`src/rtl/settings_pkg.sv`:
```
// Shared types and default widths for the Avalon-MM transaction generator.
package settings_pkg;

  localparam int DATA_W        = 128;
  localparam int AMM_BURST_W   = 8;
  localparam int BYTE_PER_WORD = DATA_W / 8;

  typedef enum logic [1:0] {
    MODE_WR    = 2'd0,
    MODE_RD    = 2'd1,
    MODE_WR_RD = 2'd2,
    MODE_RSVD  = 2'd3
  } mode_e;

  typedef enum logic [2:0] {
    ST_IDLE,
    ST_WR_BURST,
    ST_RD_REQ,
    ST_RD_DRAIN,
    ST_DONE
  } state_e;

endpackage

```
`src/rtl/amm_pattern_gen.sv`:
```
// Maps a word address to its test pattern: the address, zero-extended to 32 bits,
// repeated in every 32-bit lane of the data word.
module amm_pattern_gen #(
  parameter int ADDR_W = 32,
  parameter int DATA_W = 128
) (
  input  logic [ADDR_W-1:0] addr,
  output logic [DATA_W-1:0] pattern
);

  logic [31:0] lane;

  assign lane    = 32'(addr);
  assign pattern = {(DATA_W / 32){lane}};

endmodule

```
`src/rtl/amm_trans_gen.sv`:
```
// Avalon-MM burst traffic generator: writes an address pattern, reads it back,
// and counts read words that do not match.
module amm_trans_gen
  import settings_pkg::*;
#(
  parameter int ADDR_W      = 32,
  parameter int DATA_W      = settings_pkg::DATA_W,
  parameter int AMM_BURST_W = settings_pkg::AMM_BURST_W,
  parameter int MAX_OUTST   = 4
) (
  input  logic                   clk_i,
  input  logic                   rst_i,
  input  logic                   start_test_i,
  input  logic [1:0]             mode_i,
  input  logic [ADDR_W-1:0]      start_addr_i,
  input  logic [AMM_BURST_W-1:0] burst_len_i,
  input  logic [15:0]            trans_num_i,
  output logic [ADDR_W-1:0]      address_o,
  output logic                   write_o,
  output logic                   read_o,
  output logic [AMM_BURST_W-1:0] burstcount_o,
  output logic [DATA_W/8-1:0]    byteenable_o,
  output logic [DATA_W-1:0]      writedata_o,
  input  logic                   waitrequest_i,
  input  logic                   readdatavalid_i,
  input  logic [DATA_W-1:0]      readdata_i,
  output logic                   busy_o,
  output logic                   done_o,
  output logic [31:0]            err_cnt_o
);

  localparam int OUTST_W = $clog2(MAX_OUTST + 1);

  state_e                 state, next_state;
  mode_e                  mode_in;
  logic                   wr_then_rd;
  logic [ADDR_W-1:0]      start_addr, burst_addr, rd_addr, wr_word_addr;
  logic [AMM_BURST_W-1:0] burst_len, beat_cnt, rd_beat;
  logic [15:0]            trans_num, burst_cnt;
  logic [OUTST_W-1:0]     outst_cnt;
  logic [31:0]            err_cnt;
  logic                   busy;
  logic                   start_acc, wr_acc, rd_acc, rd_word, rd_last;
  logic                   last_beat, last_burst, rd_mismatch, wr_state, rd_state;
  logic [DATA_W-1:0]      wr_pattern, rd_pattern;

  assign mode_in      = mode_e'(mode_i);
  assign start_acc    = (state == ST_IDLE) && start_test_i;
  assign wr_acc       = write_o && !waitrequest_i;
  assign rd_acc       = read_o && !waitrequest_i;
  assign last_beat    = (beat_cnt == burst_len - AMM_BURST_W'(1));
  assign last_burst   = (burst_cnt == trans_num - 16'd1);
  assign rd_word      = readdatavalid_i && ((state == ST_RD_REQ) || (state == ST_RD_DRAIN));
  assign rd_last      = rd_word && (rd_beat == burst_len - AMM_BURST_W'(1));
  assign rd_mismatch  = rd_word && (readdata_i != rd_pattern);
  assign wr_word_addr = burst_addr + ADDR_W'(beat_cnt);
  assign busy_o       = busy;
  assign err_cnt_o    = err_cnt;

  amm_pattern_gen #(.ADDR_W(ADDR_W), .DATA_W(DATA_W)) u_wr_pattern (
    .addr    (wr_word_addr),
    .pattern (wr_pattern)
  );

  amm_pattern_gen #(.ADDR_W(ADDR_W), .DATA_W(DATA_W)) u_rd_pattern (
    .addr    (rd_addr),
    .pattern (rd_pattern)
  );

  always_ff @(posedge clk_i or posedge rst_i) begin
    if (rst_i) state <= ST_IDLE;
    else       state <= next_state;
  end

  always_comb begin
    next_state = state;
    case (state)
      ST_IDLE:
        if (start_test_i) begin
          if (trans_num_i == 16'd0)     next_state = ST_DONE;
          else if (mode_in == MODE_RD)  next_state = ST_RD_REQ;
          else                          next_state = ST_WR_BURST;
        end
      ST_WR_BURST:
        if (wr_acc && last_beat && last_burst) next_state = wr_then_rd ? ST_RD_REQ : ST_DONE;
      ST_RD_REQ:
        if (rd_acc && last_burst) next_state = ST_RD_DRAIN;
      ST_RD_DRAIN:
        if (outst_cnt == '0) next_state = ST_DONE;
      ST_DONE:
        next_state = ST_IDLE;
      default:
        next_state = ST_IDLE;
    endcase
  end

  // Read requests stall while the outstanding window is full; this can only
  // happen between commands, so a raised read_o is never withdrawn.
  always_comb begin
    wr_state     = (state == ST_WR_BURST);
    rd_state     = (state == ST_RD_REQ) && (outst_cnt < OUTST_W'(MAX_OUTST));
    write_o      = wr_state;
    read_o       = rd_state;
    done_o       = (state == ST_DONE);
    address_o    = burst_addr;
    burstcount_o = (wr_state || rd_state) ? burst_len : '0;
    byteenable_o = wr_state ? '1 : '0;
    writedata_o  = wr_state ? wr_pattern : '0;
  end

  always_ff @(posedge clk_i or posedge rst_i) begin
    if (rst_i) begin
      wr_then_rd <= 1'b0;
      start_addr <= '0;
      burst_addr <= '0;
      burst_len  <= '0;
      trans_num  <= '0;
      beat_cnt   <= '0;
      burst_cnt  <= '0;
    end else if (start_acc) begin
      wr_then_rd <= (mode_in == MODE_WR_RD);
      start_addr <= start_addr_i;
      burst_addr <= start_addr_i;
      burst_len  <= (burst_len_i == '0) ? AMM_BURST_W'(1) : burst_len_i;
      trans_num  <= trans_num_i;
      beat_cnt   <= '0;
      burst_cnt  <= '0;
    end else if (wr_acc) begin
      if (last_beat) begin
        beat_cnt <= '0;
        if (last_burst) begin
          burst_addr <= start_addr;
          burst_cnt  <= '0;
        end else begin
          burst_addr <= burst_addr + ADDR_W'(burst_len);
          burst_cnt  <= burst_cnt + 16'd1;
        end
      end else begin
        beat_cnt <= beat_cnt + AMM_BURST_W'(1);
      end
    end else if (rd_acc) begin
      burst_addr <= burst_addr + ADDR_W'(burst_len);
      burst_cnt  <= burst_cnt + 16'd1;
    end
  end

  // Read data returns in order and bursts are contiguous, so the expected
  // address simply advances by one word per returned beat.
  always_ff @(posedge clk_i or posedge rst_i) begin
    if (rst_i) begin
      rd_addr   <= '0;
      rd_beat   <= '0;
      outst_cnt <= '0;
      err_cnt   <= '0;
      busy      <= 1'b0;
    end else begin
      busy <= (next_state != ST_IDLE) && (next_state != ST_DONE);
      if (start_acc) begin
        rd_addr <= start_addr_i;
        rd_beat <= '0;
      end else if (rd_word) begin
        rd_addr <= rd_addr + ADDR_W'(1);
        rd_beat <= rd_last ? '0 : rd_beat + AMM_BURST_W'(1);
      end
      case ({rd_acc, rd_last})
        2'b10:   outst_cnt <= outst_cnt + OUTST_W'(1);
        2'b01:   outst_cnt <= outst_cnt - OUTST_W'(1);
        default: outst_cnt <= outst_cnt;
      endcase
      if (start_acc)                        err_cnt <= '0;
      else if (rd_mismatch && err_cnt != '1) err_cnt <= err_cnt + 32'd1;
    end
  end

endmodule

```
`config.mk`:
```
export PLATFORM = sky130hd
export DESIGN_NAME = amm_trans_gen
export DESIGN_NICKNAME = d
export VERILOG_FILES = /design/src/rtl/settings_pkg.sv /design/src/rtl/amm_pattern_gen.sv /design/src/rtl/amm_trans_gen.sv
export SDC_FILE = /design/constraint.sdc
export NUM_CORES = 1
export LEC_CHECK = 0
export CAP_MARGIN = 25
export CORE_UTILIZATION = 45
export CTS_CLUSTER_DIAMETER = 100
export DETAILED_ROUTE_END_ITERATION = 12
export GPL_TIMING_DRIVEN = 0
export PLACE_DENSITY_LB_ADDON = 0.2
export SLEW_MARGIN = 40
export SYNTH_ARGS = -nofsm -noshare
export SYNTH_HDL_FRONTEND = slang
export SYNTH_HIERARCHICAL = 1
export SYNTH_SLANG_ARGS = --single-unit
export TNS_END_PERCENT = 10
```
`constraint.sdc`:
```
create_clock -name clk_i -period 6.2 [get_ports clk_i]
set_clock_uncertainty 0.05 [all_clocks]
set_input_delay 1.24 -clock clk_i [delete_from_list [all_inputs] [get_ports clk_i]]
set_output_delay 1.24 -clock clk_i [all_outputs]
set_load 0.1 [all_outputs]
```
# Yosys cells after proc, flatten, opt, wreduce, memory -nomap -nowiden

Index checks and enable logic that the tools add are counted.

Flip-flop bits (word level): 192
Bits of input ports: 191
Output and inout bits: 220

Add/subtract/negate cells: 11
$lt $le $gt $ge: 1
Eq/ne operators: 15
Mux-type cells: 33
Reduce and logical (&&, ||, !) cells: 26

Operators with widths:

| kind                  | count |
|---|---|
| $mux 32               | 9 |
| $mux 128              | 1 |
| $ne 128x128->1        | 1 |
| $mux 16               | 6 |
| $add 32x1->32 const B | 2 |
| $add 32x8->32         | 2 |
| $mux 8                | 8 |
| $ne 32x32->1 const B  | 1 |
| $mux 3                | 6 |
| $add 16x1->16 const B | 1 |
| $add 8x1->8 const B   | 2 |
| $eq 16x16->1          | 1 |
| $eq 8x8->1            | 2 |
| $logic_not 16->1      | 1 |
| $sub 16x1->16 const B | 1 |
| $logic_and 1x1->1     | 12 |
| $pmux 3 s4            | 1 |
| $logic_not 8->1       | 1 |
| $reduce_bool 2->1     | 4 |
| $sub 8x1->8 const B   | 1 |
| $eq 3x2->1 const B    | 2 |
| $logic_not 3->1       | 2 |
| $pmux 3 s2            | 1 |
| $reduce_bool 3->1     | 2 |
| other kinds (13)      | 16 |

# Depth between registers and ports, before layout

Gate-level depths: netlist (run 1).

Depth in word-level cells: 8
Gate-level depth with buffers: 13

# By module

The synthesis (run 1) kept the hierarchy.

By module, submodules not included:

| module          | instances | cells each | area each (um^2) |
|---|---|---|---|
| amm_trans_gen   | 1         | 1711       | 14247.4 |
| amm_pattern_gen | 2         | 128        | 960.9 |

# Worst setup path before layout (run 1)

OpenSTA, ideal clock, no wires.

Path type: flip-flop to output port
From: reg state[2]
To: out burstcount_o[2]
Arrival: 4.679 ns
Required time: 4.910 ns
Path slack: 0.231 ns
Cell stages (with the launch flop): 5
Cells stage by stage: dfrtp_1 nand2b_1 nor3_1 nor2_1 nor2b_1

Longest elaborated chain between the ends: 4
Elaborated cells on any way between the ends: 5
Those cells by class: eq/ne: 2; mux: 1; reduce/logical: 2

RTL lines:

| item                     | line                 | source |
|---|---|---|
| start: declaration       | amm_trans_gen.sv:34  | `state_e state, next_state;` |
| start signal: assignment | amm_trans_gen.sv:72  | `else state <= next_state;` |
| $eq 3x2->1               | amm_trans_gen.sv:101 | `rd_state = (state == ST_RD_REQ) && (outst_cnt < OUTST_W'(MAX_OUTST));` |
| $logic_and 1x1->1        | amm_trans_gen.sv:101 |  |
| via read_o               | amm_trans_gen.sv:20  | `output logic read_o,` |
| $logic_or 1x1->1         | amm_trans_gen.sv:106 | `burstcount_o = (wr_state \|\| rd_state) ? burst_len : '0;` |
| $mux 8                   | amm_trans_gen.sv:106 |  |
| end: declaration         | amm_trans_gen.sv:21  | `output logic [AMM_BURST_W-1:0] burstcount_o,` |

The timed path passes the listed nets, and every way through them passes these cells.

# Worst setup path after layout (run 1)

From: reg beat_cnt[0]
To: out writedata_o[56]

Longest elaborated chain between the ends: 2

RTL lines:

| item                     | line                 | source |
|---|---|---|
| start: declaration       | amm_trans_gen.sv:38  | `logic [AMM_BURST_W-1:0] burst_len, beat_cnt, rd_beat;` |
| start signal: assignment | amm_trans_gen.sv:139 | `beat_cnt <= beat_cnt + AMM_BURST_W'(1);` |
| $add 32x8->32            | amm_trans_gen.sv:56  | `assign wr_word_addr = burst_addr + ADDR_W'(beat_cnt);` |
| via wr_word_addr[24]     | amm_trans_gen.sv:37  | `logic [ADDR_W-1:0] start_addr, burst_addr, rd_addr, wr_word_addr;` |
| $mux 128                 | amm_trans_gen.sv:108 | `writedata_o = wr_state ? wr_pattern : '0;` |
| end: declaration         | amm_trans_gen.sv:23  | `output logic [DATA_W-1:0] writedata_o,` |

The timed path passes the listed nets, and every way through them passes these cells.

==> results of run 1 <==
power breakdown:
group / switching, mW / total (mW) / internal, mW
clock: 0.532 / 1.10 / 0.564
combinational: 6.20 / 9.11 / 2.91
sequential: 0.720 / 2.39 / 1.67
metal layers:
metal / part of all wire (%) / global-route usage [%] / up-vias
met5: 0 / 0 / -
met2: 49 / 51.44 / 551
met3: 6.2 / 4.333 / 61
met4: 1.7 / 6.044 / 0
met1: 43 / 38.21 / 7213
li1: - / - / 7253
critical path: cells and delay by family (launching register included):
| family | cells | cell delay [ns] |
|---|---|---|
| AO/OA/AOI/OAI | 4 | 1.14 |
| XOR/XNOR | 1 | 0.38 |
| adder cells (fa/ha/maj) | 2 | 0.62 |
| buffers and inverters | 3 | 0.67 |
| flip-flops | 1 | 0.49 |
| AND/OR/NAND/NOR | 4 | 0.82 |
metrics by stage:
stage | utilization, % | instances | worst slack [ns]
after detailed placement | 56.50 | 2849 | 0.8662
final | 58.09 | 2882 | 0.3392
after CTS | 58.08 | 2881 | 0.3665
after global placement | 58.77 | 2838 | 0.1936
after floorplan | - | 1967 | 0.2313
after global routing | 58.09 | 2882 | 0.04109
flip-flops by register name, summed over array words and instances (netlist names), 16 cells and up:
register    count
address_o      32
rd_addr        32
start_addr     32
trans_num      16
err_cnt_o      32
burst_cnt      16
cell type report:
| class | instances | area [µm²] | area share (%) |
|---|---|---|---|
| multi-input combinational | 1371 | 8806 | 42.72 |
| sequential | 192 | 4805 | 23.31 |
| timing repair buffer | 421 | 3276 | 15.89 |
| buffer | 358 | 2409 | 11.69 |
| tap | 461 | 576.8 | 2.798 |
| clock buffer | 19 | 432.9 | 2.100 |
| inverter | 46 | 176.4 | 0.8559 |
| clock inverter | 13 | 128.9 | 0.6252 |
| antenna | 1 | 2.502 | 0.01214 |
cells in the final DEF (no fill, tap or decap), types with 51 or more instances in the layout:
cell type,instances
buf_2,231
buf_4,272
xor2_1,66
o21ai_0,70
clkdlybuf4s50_1,190
clkbuf_1,67
nor2_1,89
dfrtp_1,192
xnor2_1,199
nand2_1,277
and2_1,142
nor3_1,53
nand4_1,51
cell families after synthesis:
group,Yosys count
flip-flops,192
buffers and inverters,404
adder cells (fa/ha/maj),27
AND/OR/NAND/NOR,794
XOR/XNOR,266
multiplexers,40
AO/OA/AOI/OAI,244
how the worst max path moves through the flow:
| stage | endpoint | cells after the start |
|---|---|---|
| after global placement | writedata_o[56] | 13 |
| after CTS | writedata_o[16] | 14 |
| after floorplan | burstcount_o[2] | 4 |
| final | writedata_o[56] | 14 |
| after detailed placement | writedata_o[80] | 14 |
| after global routing | writedata_o[48] | 14 |
==> metrics, run 1 <==
CP Class=register to output port; endpoints failing hold=0; vias in the first global route=14580; Placement Cell Area=20050 µm²; setup_tns=0 ns; Post-CTS Setup Repair Bufs=0; syn nets=2185; outcome=complete, no violations; final worst path period share=94.53%; Critical R2R Launch=state[1]; layout filler cell count=3308; sequential fraction of the synthesis area=between 20% and 30%; synth top area cells=dfrtp_1 30%, buf_4 13%, xnor2_1 11%; Achievable Freq=approximately 170 MHz; crit end category=output port; hold_buf cts=0; count of standard-cell rows=69; Register-to-Register Path Depth=13; Most used DFF post-synth=dfrtp_1; PortBufs=410; Yosys top cell area share=~30%; DRT antenna net count=0; First-pass DRT Iterations=5; DIE WIDTH=191.6 µm; Worst Min Path Start=wr_then_rd; total CTS buffers=17; DP HPWL=44020 µm; detailed-route wire length per cell=around 19 µm; initial antenna violation count=1; Worst-path clk slew=~0.080 ns; final instance area=~21000 µm²; CTS tree=built; Simple-Gate Fraction of Synth Area=~25%; # DRC=0; min cycle time layout=about 5.9 ns; Die Y=~190 µm; gpl congestion=about 0.93; complex-gate fraction of the synthesized area=between 10% and 20%; Worst path max stage delay=about 0.64 ns; Top Ports=approximately 400; clock sink count=192; slowest CP cell=a21oi_1; Via-to-Cell Ratio=roughly 5.2; Synth Instances=~2000; Layout area overhead=27.48%; Starting Density=a little under half; peak supply drop=between 700 and 800 µV; core box area=around 35000 µm²; r2r setup slk=between 2 and 2.5 ns; most frequent cell after synthesis=nand2_1; share of layout cells above drive strength 1=around 24%; largest net degree at the start of global routing=27; Pwr per Cell Area=between 600 and 700 nW/µm²; hold depth=1; crit-path max FO=7; Starting DRT DRC Count=about 1000; max-slew violations=0; Synth Warn #=6; number of synthesized flops with an enable pin=0; P_leak=9.703 nW; critical-path cell list=ha_1 > inv_1 > fa_1 > nor2b_1 > o21ai_0 > a21boi_0 > o21ai_0 > a21oi_1 > nand2_1 > nor2_1 > xor2_1 > buf_4 > and2_1 > buf_2; top cells by count, synth=277 x nand2_1, 272 x buf_4, 199 x xnor2_1; Seq cells post-synth=between 150 and 200; GRT Util Overall=29.39%; most used cell, CP=o21ai_0; crit start category=register; Worst EP required=approximately 4.9 ns; Detailed Route WL=53890 µm; Hold Slack=0.4292 ns; Clock Tree Buf Depth=2; Setup Viol. Count Final=0; Post-synth ARST share=100.0%; RSZ-0062 raised after global routing=no; largest family of logic cells by synthesized area=simple AND/OR/NAND/NOR gates; Cell variety after synth=75; post-synthesis cell area=16170 µm²; Hold Path End=state[2]; Worst-Skew Late Latency=between 0.4 and 0.5 ns; post-synth top area cell=dfrtp_1; die area=~37000 µm²; Critical R2R Capture=outst_cnt[2]; total gr overflow=0; first-pass GRT wire length=a little over 80000 µm; Worst Max-Slew Pin Slew=between 0.8 and 0.9 ns; max-cap violation count=0; final total power=about 13 mW; data arrival time of the worst path=between 4 and 5 ns; Adder-Cell Fraction of Synth Area=2.229%; Layout Nets=2625; Worst Setup SP=beat_cnt[0]; xor and xnor area share after synthesis=14.49%; Worst slew margin=43.67%; root buf cell=clkbuf_16; Hold WC Path Type=register to register; via count=approximately 15000; H-tree Lvls=4; Avg Cell Area, Syn=slightly above 8 µm²; Resize count post-CTS=0; mux cell area share after synthesis=about 2.5%
(Power assumes the default switching activity.)
==> run 2: changes to the inputs <==
Settings changed: ABC_AREA set to 0.
Clock period 6.2 ns to 5.5 ns, I/O delays scaled along.
==> metrics, run 2 (same netlist as run 1, synthesis figures left out) <==
crit start category=register; Layout Nets=2625 (unchanged); share of layout cells above drive strength 1=24.55% (+0.21 points); Register-to-Register Path Depth=13 (unchanged); final instance area=20680 µm² (+0.32%); H-tree Lvls=4 (unchanged); peak supply drop=955.2 µV (+24%); post-layout util=58.27% (+0.18 points); Worst Setup SP=beat_cnt[0]; Worst path max stage delay=0.48 ns (-0.16 ns); Post-CTS Setup Repair Bufs=0 (unchanged); hold_buf cts=0 (unchanged); via count=15050 (-0.21%); Worst-path clk slew=0.08 ns (about the same); slowest CP cell=dfrtp_1; crit end category=output port; outcome=complete, no violations; largest net degree at the start of global routing=27 (unchanged); Worst-Skew Late Latency=0.45 ns (about the same); CP Class=register to output port; Achievable Freq=roughly 190 MHz; commonest non-fill, non-tap cell in the layout=nand2_1; most used cell, CP=o21ai_0; final total power=14.23 mW (+13%); max-slew violations=0 (unchanged); Clock Tree Buf Depth=2 (unchanged); core box area=35480 µm² (unchanged); DP HPWL=44020 µm (unchanged); RSZ-0062 raised after global routing=no; detailed-route wire length per cell=18.73 µm (+0.18%); Worst slew margin=47.14% (+3.5 points); Starting DRT DRC Count=1023 (-1.7%); root buf cell=clkbuf_16; Placement Cell Area=20050 µm² (unchanged); endpoints failing hold=0 (unchanged); layout filler cell count=3311 (+0.091%); PortBufs=410 (unchanged); Setup Viol. Count Final=0 (unchanged); Critical R2R Capture=outst_cnt[2]; DIE WIDTH=191.6 µm (unchanged); First-pass DRT Iterations=5 (unchanged); total gr overflow=0 (unchanged); Hold WC Path Type=register to register; vias in the first global route=14580 (unchanged); Top Ports=411 (unchanged); setup slack after layout=0.2075 ns (-0.1317 ns); total CTS buffers=17 (unchanged); min cycle time layout=5.292 ns; Die Y=191.6 µm (unchanged); clock sink count=192 (unchanged); Via-to-Cell Ratio=5.221 (-0.21%); DP Worst Slack=0.3062 ns (-0.5600 ns); first-pass GRT wire length=82730 µm (about the same); Critical R2R Launch=state[1]; Starting Density=45.57% (unchanged); gpl congestion=0.9306 (unchanged); Hold Slack=0.4318 ns (+0.002549 ns); commonest cells after routing, fill and taps aside=277 x nand2_1, 272 x buf_4, 219 x buf_2, 198 x xnor2_1, 192 x dfrtp_1; crit-path max FO=7 (unchanged); CTS tree=built; die area=36690 µm² (unchanged); data arrival time of the worst path=4.14 ns (-0.43 ns); # DRC=0 (unchanged); DRT antenna net count=0 (unchanged); Detailed Route WL=53990 µm (+0.18%); r2r setup slk=1.33 ns (-0.71 ns); Layout area overhead=27.88%; count of standard-cell rows=69 (unchanged); GRT Util Overall=29.38% (about the same); final worst path period share=roughly 96%; max-cap violation count=0 (unchanged); Worst Max-Slew Pin Slew=0.7928 ns (-0.05210 ns); Worst EP required=4.35 ns (-0.56 ns); Pwr per Cell Area=688.2 nW/µm² (+13%); P_leak=9.707 nW (about the same); critical-path cell list=ha_1 > inv_1 > fa_1 > nor2b_1 > o21ai_0 > a21boi_0 > o21ai_0 > a21oi_4 > nand2_1 > nor2_1 > xor2_1 > buf_4 > and2_1 > buf_2; crit path to=writedata_o[28]; initial antenna violation count=1 (unchanged)
[run 2: cell count changes in the layout (fill, tap and decap cells not counted), sizes merged]
cell / before / now
buf: 523 / 511
clkbuf: 85 / 97
[run 2: cell type report]
cell class              count  area [µm²]  area share [%]
inverters                  46       176.4          0.8532
multi-input cells        1371        8840           42.75
well taps                 461       576.8           2.790
plain buffers             358        2410           11.65
flip-flops and latches    192        4805           23.24
repair buffers            421        3306           15.99
clock buffers              19       432.9           2.094
clock inverters            13       128.9          0.6233
diodes                      1       2.502         0.01210
[run 2: routing by layer]
metal / vias up / global-route usage [%] / part of all wire, %
met5: - / 0 / 0
met4: 0 / 6.044 / 1.6
met3: 57 / 4.333 / 6.2
met2: 527 / 51.44 / 49
met1: 7215 / 38.19 / 43
li1: 7248 / - / -
[run 2: timing repair]
action,4_1_cts,5_1_grt
gates resized for setup,1,18
endpoints found under the setup margin,23,51
hold endpoints to repair,0,0
[run 2: worst max-delay path, delay by kind of cell (launching register included)]
kind	cells	cell delay, ns
fa+ha+maj	2	0.62
xor+xnor	1	0.43
compound gates	4	0.87
simple gates	4	0.62
flops	1	0.48
buf+inv	3	0.65
[run 2: per-stage QoR]
| step | TNS [ns] | cells |
|---|---|---|
| floorplan | -2.420 | 1967 |
| global placement | -7.789 | 2838 |
| detailed placement | 0 | 2849 |
| CTS | 0 | 2881 |
| global route | 0 | 2882 |
| finish | 0 | 2882 |
[run 2: how the worst min path moves through the flow]
stage                               from             end  slack [ns]  depth (start not counted)
after CTS                     wr_then_rd        state[2]        0.43                          1
after global placement    start_addr[21]  start_addr[21]        0.41                          2
after floorplan           start_addr[21]  start_addr[21]        0.40                          2
after global routing       start_addr[3]   start_addr[3]        0.45                          2
after detailed placement  start_addr[15]  start_addr[15]        0.41                          2
final                         wr_then_rd        state[2]        0.43                          1
[run 2: report_power, final]
part	total [mW]	internal (mW)	leakage, nW	switching (mW)
sequential	2.70	1.88	2.47	0.819
combinational	10.3	3.29	6.96	7.00
clock	1.23	0.636	0.275	0.599
total	14.2	5.82	9.71	8.41
